**src/rtl/cpu_pkg.sv**
```systemverilog
// rtl/cpu_pkg.sv - shared widths, opcodes and fetch state encoding
package cpu_pkg;

  localparam int INST_WIDTH = 16;
  localparam int PC_WIDTH   = 8;

  localparam logic [3:0] OP_NOP  = 4'h0;
  localparam logic [3:0] OP_ADD  = 4'h1;
  localparam logic [3:0] OP_LDI  = 4'h2;
  localparam logic [3:0] OP_JMP  = 4'h8;
  localparam logic [3:0] OP_BEQ  = 4'h9;
  localparam logic [3:0] OP_HALT = 4'hF;

  typedef enum logic [1:0] {
    FETCH = 2'd0,
    WAIT  = 2'd1,
    HOLD  = 2'd2,
    HALT  = 2'd3
  } fetch_state_e;

endpackage

```
**src/rtl/pc_counter.sv**
```systemverilog
// rtl/pc_counter.sv - program counter register, load has priority over increment
module pc_counter #(
  parameter int                  PC_WIDTH = cpu_pkg::PC_WIDTH,
  parameter logic [PC_WIDTH-1:0] RESET_PC = '0
) (
  input  logic                clk,
  input  logic                rst,
  input  logic                load,
  input  logic [PC_WIDTH-1:0] load_value,
  input  logic                incr,
  output logic [PC_WIDTH-1:0] pc
);

  logic [PC_WIDTH-1:0] pc_q, pc_d;

  always_comb begin
    pc_d = pc_q;
    if (load) begin
      pc_d = load_value;
    end else if (incr) begin
      pc_d = pc_q + PC_WIDTH'(1);
    end
  end

  always_ff @(posedge clk) begin
    if (rst) begin
      pc_q <= RESET_PC;
    end else begin
      pc_q <= pc_d;
    end
  end

  assign pc = pc_q;

endmodule

```
**src/rtl/inst_fetch.sv**
```systemverilog
// rtl/inst_fetch.sv - single-outstanding instruction fetch stage feeding the decoder
// Optional HALT opcode detection enabled by defining HALT_DETECT_EN.
module inst_fetch #(
  parameter int                  PC_WIDTH   = cpu_pkg::PC_WIDTH,
  parameter logic [PC_WIDTH-1:0] RESET_PC   = '0,
  parameter int                  INST_WIDTH = cpu_pkg::INST_WIDTH
) (
  input  logic                  clk,
  input  logic                  rst,
  input  logic                  stall,
  input  logic                  branch_taken,
  input  logic [PC_WIDTH-1:0]   branch_target,
  output logic                  imem_rd_en,
  output logic [PC_WIDTH-1:0]   imem_addr,
  input  logic [INST_WIDTH-1:0] imem_data,
  input  logic                  imem_valid,
  output logic [INST_WIDTH-1:0] instruction,
  output logic                  inst_valid,
  output logic [PC_WIDTH-1:0]   pc_out,
  output logic                  halted
);

  import cpu_pkg::*;

  fetch_state_e          state_q, state_d;
  logic                  drop_q, drop_d;
  logic [INST_WIDTH-1:0] instr_q, instr_d;
  logic [PC_WIDTH-1:0]   pc_out_q, pc_out_d;
  logic                  valid_q, valid_d;
  logic                  pc_load, pc_incr;
  logic [PC_WIDTH-1:0]   pc;
  logic                  is_halt_op;

  pc_counter #(
    .PC_WIDTH (PC_WIDTH),
    .RESET_PC (RESET_PC)
  ) u_pc (
    .clk        (clk),
    .rst        (rst),
    .load       (pc_load),
    .load_value (branch_target),
    .incr       (pc_incr),
    .pc         (pc)
  );

`ifdef HALT_DETECT_EN
  assign is_halt_op = (instr_q[INST_WIDTH-1 -: 4] == OP_HALT);
  assign halted     = (state_q == HALT);
`else
  assign is_halt_op = 1'b0;
  assign halted     = 1'b0;
`endif

  always_comb begin
    state_d  = state_q;
    drop_d   = drop_q;
    instr_d  = instr_q;
    pc_out_d = pc_out_q;
    valid_d  = valid_q;
    pc_load  = 1'b0;
    pc_incr  = 1'b0;
    case (state_q)
      FETCH: begin
        state_d = WAIT;
        // The request leaving this cycle still targets the old pc; its reply must be thrown away.
        if (branch_taken) begin
          pc_load = 1'b1;
          drop_d  = 1'b1;
        end
      end
      WAIT: begin
        if (branch_taken) begin
          pc_load = 1'b1;
          if (imem_valid) begin
            drop_d  = 1'b0;
            state_d = FETCH;
          end else begin
            drop_d  = 1'b1;
          end
        end else if (imem_valid) begin
          if (drop_q) begin
            drop_d  = 1'b0;
            state_d = FETCH;
          end else begin
            instr_d  = imem_data;
            pc_out_d = pc;
            valid_d  = 1'b1;
            state_d  = HOLD;
          end
        end
      end
      HOLD: begin
        if (branch_taken) begin
          pc_load = 1'b1;
          valid_d = 1'b0;
          state_d = FETCH;
        end else if (!stall) begin
          valid_d = 1'b0;
          if (is_halt_op) begin
            state_d = HALT;
          end else begin
            pc_incr = 1'b1;
            state_d = FETCH;
          end
        end
      end
      default: begin
        state_d = state_q;
      end
    endcase
  end

  always_ff @(posedge clk) begin
    if (rst) begin
      state_q  <= FETCH;
      drop_q   <= 1'b0;
      instr_q  <= '0;
      pc_out_q <= RESET_PC;
      valid_q  <= 1'b0;
    end else begin
      state_q  <= state_d;
      drop_q   <= drop_d;
      instr_q  <= instr_d;
      pc_out_q <= pc_out_d;
      valid_q  <= valid_d;
    end
  end

  assign imem_rd_en  = (state_q == FETCH) && !rst;
  assign imem_addr   = pc;
  assign instruction = instr_q;
  assign inst_valid  = valid_q;
  assign pc_out      = pc_out_q;

endmodule

```
**config.mk**
```make
export PLATFORM = sky130hd
export DESIGN_NAME = inst_fetch
export DESIGN_NICKNAME = d
export VERILOG_FILES = /design/src/rtl/cpu_pkg.sv /design/src/rtl/pc_counter.sv /design/src/rtl/inst_fetch.sv
export SDC_FILE = /design/constraint.sdc
export NUM_CORES = 1
export LEC_CHECK = 0
export CAP_MARGIN = 10
export CORE_MARGIN = 2
export CORE_UTILIZATION = 46
export DETAILED_ROUTE_END_ITERATION = 12
export PLACE_DENSITY = 0.89
export SLEW_MARGIN = 20
export SYNTH_ARGS = -nofsm -noshare
export SYNTH_HDL_FRONTEND = slang
export SYNTH_SLANG_ARGS = --single-unit
```
**constraint.sdc**
```tcl
create_clock -name clk -period 5.82 [get_ports clk]
set_clock_uncertainty 0.2 [all_clocks]
set_input_delay 0.582 -clock clk [delete_from_list [all_inputs] [get_ports clk]]
set_output_delay 0.582 -clock clk [all_outputs]
set_load 0.005 [all_outputs]
```
# ---- Yosys cells after proc, flatten, opt, wreduce, memory -nomap -nowiden
# Index checks and enable logic that the tools add are counted.
dict set report totals {
  reg_bits 36
  elab_cells 54
  in_bits 29
}
dict set report op_classes {
  reduce_logical 12
  mux 25
  addsub 1
  eq_ne 8
  bitwise 2
}
# cell n
set ops {}
lappend ops {{$mux 8} 2}
lappend ops {{$mux 1} 14}
lappend ops {{$mux 2} 6}
lappend ops {{$add 8x1->8 const B} 1}
lappend ops {{$ne 2x2->1 const B} 4}
lappend ops {{$ne 3x3->1 const B} 2}
lappend ops {{$pmux 2 s3} 1}
lappend ops {{$reduce_and 3->1} 2}
lappend ops {{$reduce_bool 2->1} 3}
lappend ops {{$reduce_and 5->1} 1}
lappend ops {{$pmux 1 s2} 2}
lappend ops {{$reduce_and 4->1} 1}
lappend ops {{$reduce_bool 3->1} 1}
lappend ops {{$reduce_or 3->1} 1}
lappend ops {{$eq 2x1->1 const B} 1}
lappend ops {{$eq 2x2->1 const B} 1}
lappend ops {{$logic_not 2->1} 1}
lappend ops {{$not 1->1} 2}
lappend ops {{$logic_and 1x1->1} 1}
lappend ops {{$logic_not 1->1} 1}

# ---- Depth between registers and ports, before layout
# Gate-level depths: netlist of run 1.
dict set report depth {
  ltp_word 5
  mapped_depth 8
}

# ---- Modules after synthesis
# Synthesis of run 1 repeated with hierarchy kept, for this count alone.
dict set report hier_totals {
  hier_cells 197
  hier_area_um2 1661.6
}
# mod instances cells_each seq_area_each_um2 area_per_inst_um2
set by_module_without_submodules {}
lappend by_module_without_submodules {inst_fetch 1 144 560.5 1197.4}
lappend by_module_without_submodules {pc_counter 1 53 160.2 464.2}

# ---- Worst setup path before layout of run 1
# OpenSTA, ideal clock, no wires.
dict set report synth_path {
  path_type {register -> register}
  from {register state_q[0]}
  to {register u_pc.pc_q[7], in the netlist u_pc.pc[7]}
  n_path_buf 0
  required_time_ns 5.546
  synth_period_minus_slack_ns 1.915
  t_arrival_ns 1.640
  path_slack_ns 3.905
  path_stages_with_launch 7
  path_cell_list {dfxtp_1 inv_1 ha_1 nor3b_4 nand3_2 or4_1 a31oi_1}
}
dict set report synth_between {
  elab_chain_len 4
  elab_cells_between_ends 8
  cone_classes {eq/ne: 2; mux: 3; reduce/logical: 3}
}
# item line_no
set synth_rtl {}
lappend synth_rtl {{start: declaration} inst_fetch.sv:25} ;# fetch_state_e state_q, state_d;
lappend synth_rtl {{start signal: assignment} inst_fetch.sv:121} ;# state_q <= state_d;
lappend synth_rtl {{$eq 2x2->1 (tied with other cells)} inst_fetch.sv:62} ;# case (state_q)
lappend synth_rtl {{$reduce_or 3->1 (no source line)} n/a}
lappend synth_rtl {{$mux 1} n/a}
lappend synth_rtl {{$mux 8 or $reduce_bool 2->1 (tied branches)} n/a}
lappend synth_rtl {{end signal: assignment} pc_counter.sv:29} ;# pc_q <= pc_d;
lappend synth_rtl {{end: declaration} pc_counter.sv:14} ;# logic [PC_WIDTH-1:0] pc_q, pc_d;
# Several ways; a longest one is shown, not always the timed one.
# A chain may end at the register's enable or synchronous reset.

# ---- Worst setup path in the final report of run 1
dict set report layout_path {
  from {input port rst}
  to {output port imem_rd_en}
}
dict set report layout_between {
  elab_chain_len 2
}
# item line_no
set layout_rtl {}
lappend layout_rtl {{start: declaration} inst_fetch.sv:9} ;# input logic rst,
lappend layout_rtl {{$logic_not 1->1} inst_fetch.sv:129} ;# assign imem_rd_en = (state_q == FETCH) && !rst;
lappend layout_rtl {{$logic_and 1x1->1} inst_fetch.sv:129}
lappend layout_rtl {{end: declaration} inst_fetch.sv:13} ;# output logic imem_rd_en,
# No other way between the ends.

==> results of run 1 <==
==> how the worst min path moves through the flow <==
stage | startpoint | endpoint | cells after the start | slack, ns
2_1_floorplan | instruction[0]$_SDFFE_PP0P_ | instruction[0]$_SDFFE_PP0P_ | 2 | 0.25
3_3_place_gp | instruction[1]$_SDFFE_PP0P_ | instruction[1]$_SDFFE_PP0P_ | 2 | 0.24
3_5_place_dp | instruction[0]$_SDFFE_PP0P_ | instruction[0]$_SDFFE_PP0P_ | 2 | 0.25
4_1_cts | instruction[0]$_SDFFE_PP0P_ | instruction[0]$_SDFFE_PP0P_ | 2 | 0.26
5_1_grt | instruction[6]$_SDFFE_PP0P_ | instruction[6]$_SDFFE_PP0P_ | 2 | 0.28
6_report | instruction[6]$_SDFFE_PP0P_ | instruction[6]$_SDFFE_PP0P_ | 2 | 0.26
==> metrics by stage <==
| stage | setup slack (ns) | hold WS (ns) | instances |
|---|---|---|---|
| 2_1_floorplan | 3.905 | 0.2527 | 190 |
| 3_3_place_gp | 3.071 | 0.2416 | 288 |
| 3_5_place_dp | 2.988 | 0.2456 | 288 |
| 4_1_cts | 3.091 | 0.2603 | 296 |
| 5_1_grt | 3.016 | 0.2793 | 296 |
| 6_report | 3.101 | 0.2586 | 296 |
==> cell families (layout without fill, tap and decap cells) <==
group | count (synthesis) | count (layout) | synth area share (%)
adders and majority gates | 6 | 6 | 4.792
buffers and inverters | 16 | 76 | 4.313
DFF | 36 | 36 | 46.01
xor gates and xnor gates | 5 | 5 | 2.796
and+or+nand+nor | 81 | 81 | 24.20
other | 1 | 1 | 0.2394
AOI/OAI and AO/OA | 43 | 43 | 16.29
muxes | 2 | 2 | 1.358
==> report_power, final <==
group	internal, W	leakage, nW	switching (W)
clock	0.0000900	0.0422	0.0000821
sequential	0.000258	0.293	0.0000118
combinational	0.0000507	0.442	0.0000362
total	0.000399	0.778	0.000130
==> flip-flops by register name, summed over array words and instances, names as in the netlist <==
signal / flops
state_q: 2
inst_valid: 1
instruction: 16
u_pc.pc: 8
drop_q: 1
pc_out: 8
==> routing by layer <==
metal,vias up,track usage [%],part of all wire (%)
li1,760,-,-
met1,685,21.53,43
met2,43,33.42,50
met3,7,5.254,5.2
met4,0,11.67,2.5
met5,-,0,0
==> layout by cell type (no fill, tap or decap), types with 2 or more instances in the layout <==
master,n
sky130_fd_sc_hd__clkbuf_4,5
sky130_fd_sc_hd__xnor2_1,2
sky130_fd_sc_hd__nand2b_1,5
sky130_fd_sc_hd__dfxtp_1,36
sky130_fd_sc_hd__nand4_1,3
sky130_fd_sc_hd__nand3_1,2
sky130_fd_sc_hd__a211oi_1,8
sky130_fd_sc_hd__nand2_1,49
sky130_fd_sc_hd__nor2_1,11
sky130_fd_sc_hd__a21oi_1,27
sky130_fd_sc_hd__and2_1,2
sky130_fd_sc_hd__clkdlybuf4s50_1,62
sky130_fd_sc_hd__a311oi_1,3
sky130_fd_sc_hd__inv_1,4
sky130_fd_sc_hd__xor2_1,3
sky130_fd_sc_hd__ha_1,6
sky130_fd_sc_hd__nor2b_1,2
==> area by class of cell <==
type,count,share of cell area [%]
clock buffer,6,1.811
clock inverter,2,1.537
inverter,5,0.8233
multi-input combinational,138,34.14
sequential,36,31.61
tap,46,2.525
timing repair buffer,63,27.55
==> worst max-delay path, cell delays in order <==
cell,delay [ns]
sky130_fd_sc_hd__clkdlybuf4s50_1,0.45
sky130_fd_sc_hd__buf_4,0.34
sky130_fd_sc_hd__nor2b_1,0.10
sky130_fd_sc_hd__clkdlybuf4s50_1,0.46
==> flow_metrics.tcl, run 1 <==
set metrics [dict create \
    run_status "completed" \
    power.static_leakage_nw 0.7778 \
    areaGrowthSynthToFinish_pct 45.53 \
    syn-instance-count 190 \
    synth_async_sr_flop_share_pct 0 \
    clockBufferDepth 2 \
    fillerInstances 282 \
    cts-buffers-inserted 5 \
    crit_path_start_kind "input port" \
    cts.sinks 36 \
    layout.nets 284 \
    ratio_of_total_power_to_cell_area_nw_per_um2 232.0 \
    num_antenna_cells 0 \
    grt_pass1_wl_um 5961 \
    post-route-period-util_pct 46.72 \
    critical_path.endpoint "imem_rd_en" \
    synth_top_cell_area_share_pct 46.01 \
    yosysSeqAreaShare_pct 46.01 \
    yosys.cell_count.top_type "sky130_fd_sc_hd__nand2_1" \
    number_of_global_route_vias_before_repair 1360 \
    ctsHtreeMaxLevel 2 \
    post_cts_hold_buffer_count 0 \
    postRouteWirelength_um 3694 \
    synth.avg_cell_area_um2 8.245 \
    max_clock_freq_mhz 367.8 \
    wire_per_inst_um 12.48 \
    cap_viol_max_count 0 \
    area_of_the_multi_input_gates_um2 778.2 \
    totalPowerFinal_w 0.0005288 \
    dpl.hpwl_um 2559 \
    pin_count 64 \
    grtUsageTotal_pct 19.48 \
    clock_tree_from_tritoncts "yes" \
    synth_edf_count 0 \
    drtPass1Iterations 4 \
    fin_util_pct 68.86 \
    slew-limit-headroom_pct 42.13 \
    area.sequential_um2 720.7 \
    worst_skew_pair.late_latency_ns 0.34 \
    tightest_slew_ns 0.8680 \
    drv_slew 0 \
    area_contributors_post_synth "sky130_fd_sc_hd__dfxtp_1 (46%), sky130_fd_sc_hd__nand2_1 (12%), sky130_fd_sc_hd__a21oi_1 (8.6%), sky130_fd_sc_hd__ha_1 (4.8%), sky130_fd_sc_hd__a211oi_1 (3.8%)" \
    postSynthNetCount 225 \
    route.antenna.remaining_nets 0 \
    grt_antenna_before_repair 0 \
    drive_gt1_share_pct 4.800 \
    area_of_the_core_um2 3311 \
    vias_per_cell 5.051 \
    report.final.setup_viol 0 \
    cts.root.buffer_cell "sky130_fd_sc_hd__clkbuf_4" \
    fin_setup_tns_ns 0 \
    drt_first_iter_violations 73 \
    criticalPathCategory "input port to output port" \
    initial_standard_cell_utilization_of_the_core_pct 47.32 \
    ir_drop_worst_vdd_mv 0.1290 \
    crit_required_ns 5.04 \
    grt_overflow 0 \
    clkTransAtPathRegs_ns 0.10 \
    final_hold_viol_count 0 \
    cp_data_arrival_time_ns 1.94 \
    postCtsSetupBuffers 0 \
    port_buffers 62 \
    post_syn_area_um2 1567 \
    yosys-top-cells-count "sky130_fd_sc_hd__nand2_1 (49), sky130_fd_sc_hd__dfxtp_1 (36), sky130_fd_sc_hd__a21oi_1 (27)" \
    ys_seq_elements 36 \
    layout.cell_area.non_filler_um2 2280 \
    placementRows 21 \
    setup.worst_path.end_class "output port" \
    synthesis.yosys.warnings 0 \
    min_path_type "flop to flop" \
    regToRegEndpoint "instruction[4]$_SDFFE_PP0P_" \
    grt_start_max_net_pins 38 \
    drc 0 \
    min_period_ns 2.719 \
    crit_fanout 37 \
    r2r_setup_slack_ns 3.51 \
    post_synth_num_cell_types 34 \
    post_dp_cell_area_um2 2203 \
    place.gp.congestion 0.8339 \
    chip_width_um 62.36 \
    post-synth-top-area-cell "sky130_fd_sc_hd__dfxtp_1" \
    critPathLaunch "rst" \
    number_of_vias_after_detailed_routing 1495 \
    die_height_um 62.36 \
    rsz_0062_raised_after_global_routing "false" \
    fp.dieArea_um2 3888 \
    regToRegStartpoint "state_q[1]$_SDFFE_PP0P_" \
    post_cts.resized_instances 0 \
    rr_worst_depth 6 \
    yosys_most_used_dff "sky130_fd_sc_hd__dfxtp_1" \
]
No activity file was read; power rests on OpenSTA's default activity.
==> run 2, diff against run 1 <==
Settings changed: CORE_UTILIZATION 46 to 38, PLACE_DENSITY 0.89 to 0.79.
Clock period 5.82 ns to 2.35 ns, I/O delays scaled along.
==> flow_metrics.tcl, run 2 (same netlist as run 1, synthesis figures left out) <==
set metrics [dict create \
    drc 0 \
    timing.critical_path.cells "inv_1 -> ha_1 -> nor2b_1 -> clkdlybuf4s50_1" \
    area_of_the_core_um2 3971 \
    fin_setup_tns_ns 0 \
    post_cts_hold_buffer_count 0 \
    drive_gt1_share_pct 6.667 \
    drv_slew 0 \
    rr_worst_depth 6 \
    number_of_vias_after_detailed_routing 1476 \
    fin_util_pct 59.58 \
    post_cts.resized_instances 0 \
    route.antenna.remaining_nets 0 \
    regToRegStartpoint "state_q[0]$_SDFFE_PP0P_" \
    dpl.hpwl_um 2677 \
    vias_per_cell 4.839 \
    clock_tree_from_tritoncts "yes" \
    min_path_type "flop to flop" \
    postRouteWirelength_um 3805 \
    critPathLaunch "state_q[0]$_SDFFE_PP0P_" \
    initial_standard_cell_utilization_of_the_core_pct 39.45 \
    cap_viol_max_count 0 \
    tightest_slew_ns 0.5263 \
    postCtsSetupBuffers 0 \
    ir_drop_worst_vdd_mv 0.2799 \
    final-instance-count-excl-fill 305 \
    power.sequential.fraction_pct 46.8 \
    run_status "completed" \
    areaGrowthSynthToFinish_pct 51.04 \
    wire_per_inst_um 12.48 \
    layout_commonest_cell "sky130_fd_sc_hd__clkdlybuf4s50_1" \
    drt_first_iter_violations 77 \
    clockBufferDepth 2 \
    ratio_of_total_power_to_cell_area_nw_per_um2 602.8 \
    worst_skew_pair.late_latency_ns 0.29 \
    power.static_leakage_nw 0.8183 \
    p_sw_share_pct 23.89 \
    cp_data_arrival_time_ns 1.64 \
    largest_reg_flops 16 \
    slew-limit-headroom_pct 64.91 \
    cpPeakStageDelay_ns 0.55 \
    worstHoldStart "instruction[8]$_SDFFE_PP0P_" \
    cts-buffers-inserted 5 \
    grt_overflow 0 \
    chip_width_um 68.21 \
    crit_fanout 5 \
    crit_required_ns 1.91 \
    totalPowerFinal_w 0.001426 \
    fillerInstances 381 \
    combinationalPowerShare_pct 15.7 \
    die_height_um 68.21 \
    fp.dieArea_um2 4652 \
    report.final.setup_viol 0 \
    number_of_global_route_vias_before_repair 1247 \
    max_clock_freq_mhz 482.6 \
    grt_antenna_before_repair 0 \
    clkTransAtPathRegs_ns 0.07 \
    setup.worst_path.end_class "output port" \
    critical_path.top_delay_family "buffers and inverters" \
    layout.cells.most_common_list "sky130_fd_sc_hd__clkdlybuf4s50_1 (62), sky130_fd_sc_hd__nand2_1 (49), sky130_fd_sc_hd__dfxtp_1 (36)" \
    hold_path_depth 2 \
    final_hold_viol_count 0 \
    cts.sinks 36 \
    grt_pass1_wl_um 5913 \
    ctsHtreeMaxLevel 2 \
    place.gp.congestion 0.8505 \
    port_buffers 62 \
    timing.critical_path.slowest_stage_cell "sky130_fd_sc_hd__clkdlybuf4s50_1" \
    rsz_0062_raised_after_global_routing "false" \
    internal-power_w 0.001086 \
    worstSetupPathDepth 4 \
    placementRows 23 \
    min_period_ns 2.072 \
    cts.root.buffer_cell "sky130_fd_sc_hd__clkbuf_8" \
    drtPass1Iterations 4 \
    place.detailed.instances 297 \
    grt_start_max_net_pins 37 \
    num_antenna_cells 0 \
    crit_path_start_kind "flop" \
    criticalPathCategory "flop to output port" \
    post-route-period-util_pct 88.18 \
    pin_count 64 \
    grtUsageTotal_pct 17.30 \
    critPathBufInv 2 \
    total_switching_power_w 0.0003407 \
    layout.nets 289 \
    power.clock.fraction_pct 37.5 \
]
run 2: worst paths after layout:
path	endpoint	slack [ns]
max reg2reg	u_pc.pc[7]$_SDFFE_PP0P_	0.35
min	instruction[8]$_SDFFE_PP0P_	0.25
max	imem_rd_en	0.28
min reg2reg	instruction[8]$_SDFFE_PP0P_	0.25
run 2: through the flow:
stage	cell area (um2)	hold slack, ns	worst slack (ns)
floorplan	1567	0.1502	0.4353
global placement	2258	0.2410	0.2785
detailed placement	2258	0.2462	0.2134
global route	2366	0.2727	0.1692
CTS	2366	0.2557	0.2676
finish	2366	0.2526	0.2778
run 2: area by class of cell:
cell class | instances | area (um2) | share of cell area (%)
clock buffers | 6 | 72.57 | 3.067
clock inverters | 2 | 35.03 | 1.481
inverters | 5 | 18.77 | 0.7932
multi-input cells | 138 | 778.2 | 32.89
flip-flops and latches | 36 | 720.7 | 30.46
well taps | 50 | 62.56 | 2.644
repair buffers | 68 | 678.2 | 28.66
run 2: worst reg2reg max path: cells and delay by family (launching register included):
family,cells,cell delay (ns)
AOI/OAI and AO/OA,1,0.18
buffers and inverters,1,0.09
adders and majority gates,1,0.25
DFF,1,0.35
and+or+nand+nor,3,0.86
run 2: layer usage:
layer | global-route usage (%) | routed length, um | up-vias
met4 | 6.000 | 17 | 0
li1 | - | - | 770
met2 | 28.40 | 1913 | 43
met1 | 21.31 | 1674 | 660
met3 | 5.428 | 199 | 3
met5 | 0 | 0 | -
run 2: power groups by stage:
stage	clock, W	combinational (W)	sequential (W)
after floorplan	0	0.0000974	0.000678
after global placement	0	0.000220	0.000680
after detailed placement	0	0.000224	0.000681
after CTS	0.000551	0.000226	0.000667
after global routing	0.000588	0.000246	0.000672
final	0.000535	0.000224	0.000667
==> run 3, diff against run 2 <==
Settings changed: SLEW_MARGIN 20 to 0.
==> results of run 3 <==
Same layout as run 2: the final DEF is identical, and so are final timing and power.
==> patch: new RTL, config.mk and constraints of run 3 <==
Reset style: asynchronous (`rst`), changed in 2 clocked blocks.
--- a/src/rtl/pc_counter.sv
+++ b/src/rtl/pc_counter.sv
@@ -23,5 +23,5 @@
   end
 
-  always_ff @(posedge clk) begin
+  always_ff @(posedge clk or posedge rst) begin
     if (rst) begin
       pc_q <= RESET_PC;
--- a/src/rtl/inst_fetch.sv
+++ b/src/rtl/inst_fetch.sv
@@ -111,5 +111,5 @@
   end
 
-  always_ff @(posedge clk) begin
+  always_ff @(posedge clk or posedge rst) begin
     if (rst) begin
       state_q  <= FETCH;
Check against the original RTL: differs if rst is asserted again (counterexample within 4 cycles, from zero or initial values and one cycle with rst high); with rst held inactive, the same outputs for 10 cycles.
==> patch against run 3 <==
Design area is 5.1% higher. Worst setup slack worse by 0.045 ns. Non-clock buffer count down 3. Utilization decreased by 3.3 points. Critical endpoint unchanged. Wire length down 6.1%. Sequential cell count stayed put. Synthesized area rose by 12%. Critical path depth unchanged.
Power is not compared: it rests on default switching activity, and its combinational part moved more than twofold at a synthesized area within 25%.
==> patch: results (changes against run 3) <==
Placement
The number of input and output port buffers inserted came to 62 (unchanged). The worst setup slack after placement is 0.293 ns (+0.0798 ns). The post-DP HPWL was 2720 um (+1.5%).

The weighted congestion reported at the end of routability-driven placement is 0.801 (-5.8%). The cell count after placement is 243 (-18%).

GRT
The overall global routing resource usage is 14.6% (-2.7 points). The global-route wire length before repair came to 5870 um (-0.81%). The number of global-route vias before repair came to 1240 (-0.56%).

Logic synthesis
The post-synthesis cell count came to 132 (-31%). The complex-gate fraction of the synthesized area is 6.42% (-9.9 points). By area the synthesized netlist is led by sky130_fd_sc_hd__dfrtp_1 51%, sky130_fd_sc_hd__mux2_4 17%, sky130_fd_sc_hd__ha_1 4.3%.

The post-synthesis net count came to 167 (-26%). The fraction of the yosys area taken by sequential cells was 51.4% (+5.3 points). In the synthesized netlist the dominant register cell turns out to be sky130_fd_sc_hd__dfrtp_1.

By count the netlist is led by 36 x sky130_fd_sc_hd__dfrtp_1, 20 x sky130_fd_sc_hd__mux2_4, 9 x sky130_fd_sc_hd__nand2_1. The share of synthesized area spent on multiplexers came to 20.8% (+19 points).

Finish
The filler cell count in the final layout was 384 (+0.79%). The share of final-layout standard cells stronger than drive strength 1 was 19.6% (+13 points). The total number of nets in the final design is 233 (-19%).

Setup path
The critical path data arrival time is 1.68 ns (+0.04 ns). The maximum single-stage delay on the critical path came to 0.50 ns (-0.05 ns). The highest fanout seen on the critical path is 4 (-1).

Route
The total detailed-routing wirelength came to 3570 um (-6.1%). The mean routed wirelength per cell is 14.2 um (+14%). The via density per instance is 5.05 (+4.3%).

Run status
The flow ran to the end, and the final reports show no timing, DRC or antenna violations.

Hold path
The type of the worst min-delay path is input port to asynchronous set/reset pin.

Clock network
The post-cts resize count is 0 (unchanged).
patch: final timing paths:
check / slack [ns] / cells past startpoint / to / from
min: 0.18 / 3 / state_q[0] / rst
max: 0.23 / 4 / imem_rd_en / state_q[0]
min reg2reg: 0.31 / 1 / instruction[4] / instruction[4]
min in group clk: 0.29 / 3 / u_pc.pc[5] / branch_target[5]
max in group asynchronous: 1.45 / 3 / state_q[1] / rst
max reg2reg: 0.32 / 4 / instruction[5] / state_q[1]
patch: final cells by class:
cell class	count	area share, %
clock buffer	5	2.77
clock inverter	3	0.755
inverter	5	0.755
multi-input combinational	85	31.0
sequential	36	36.2
tap	52	2.62
timing repair buffer	65	25.9
patch: power by group through the flow:
| stage | sequential (mW) | combinational (mW) | clock [mW] |
|---|---|---|---|
| after floorplan | 1.07 | 0.616 | 0 |
| after global placement | 1.07 | 1.22 | 0 |
| after CTS | 1.08 | 1.25 | 0.449 |
| after global routing | 1.11 | 1.34 | 0.464 |
| final | 1.07 | 1.23 | 0.429 |
| after detailed placement | 1.09 | 1.25 | 0 |
patch: layer usage:
| metal | routed length, um | GRT usage, % | up-vias | share of wire [%] |
|---|---|---|---|---|
| li1 | - | - | 598 | - |
| met1 | 1580 | 19.1 | 609 | 44 |
| met2 | 1620 | 22.5 | 55 | 45 |
| met3 | 327 | 4.86 | 5 | 9.1 |
| met4 | 50 | 5.66 | 0 | 1.4 |
| met5 | 0 | 0 | - | 0 |
patch: through the flow:
step / total power [mW] / util, % / cell area, um2
3_3_place_gp: 2.29 / 54.3 / 2400
5_1_grt: 2.91 / 56.3 / 2490
2_1_floorplan: 1.69 / - / 1750
6_report: 2.73 / 56.3 / 2490
4_1_cts: 2.78 / 56.3 / 2490
3_5_place_dp: 2.34 / 54.3 / 2400
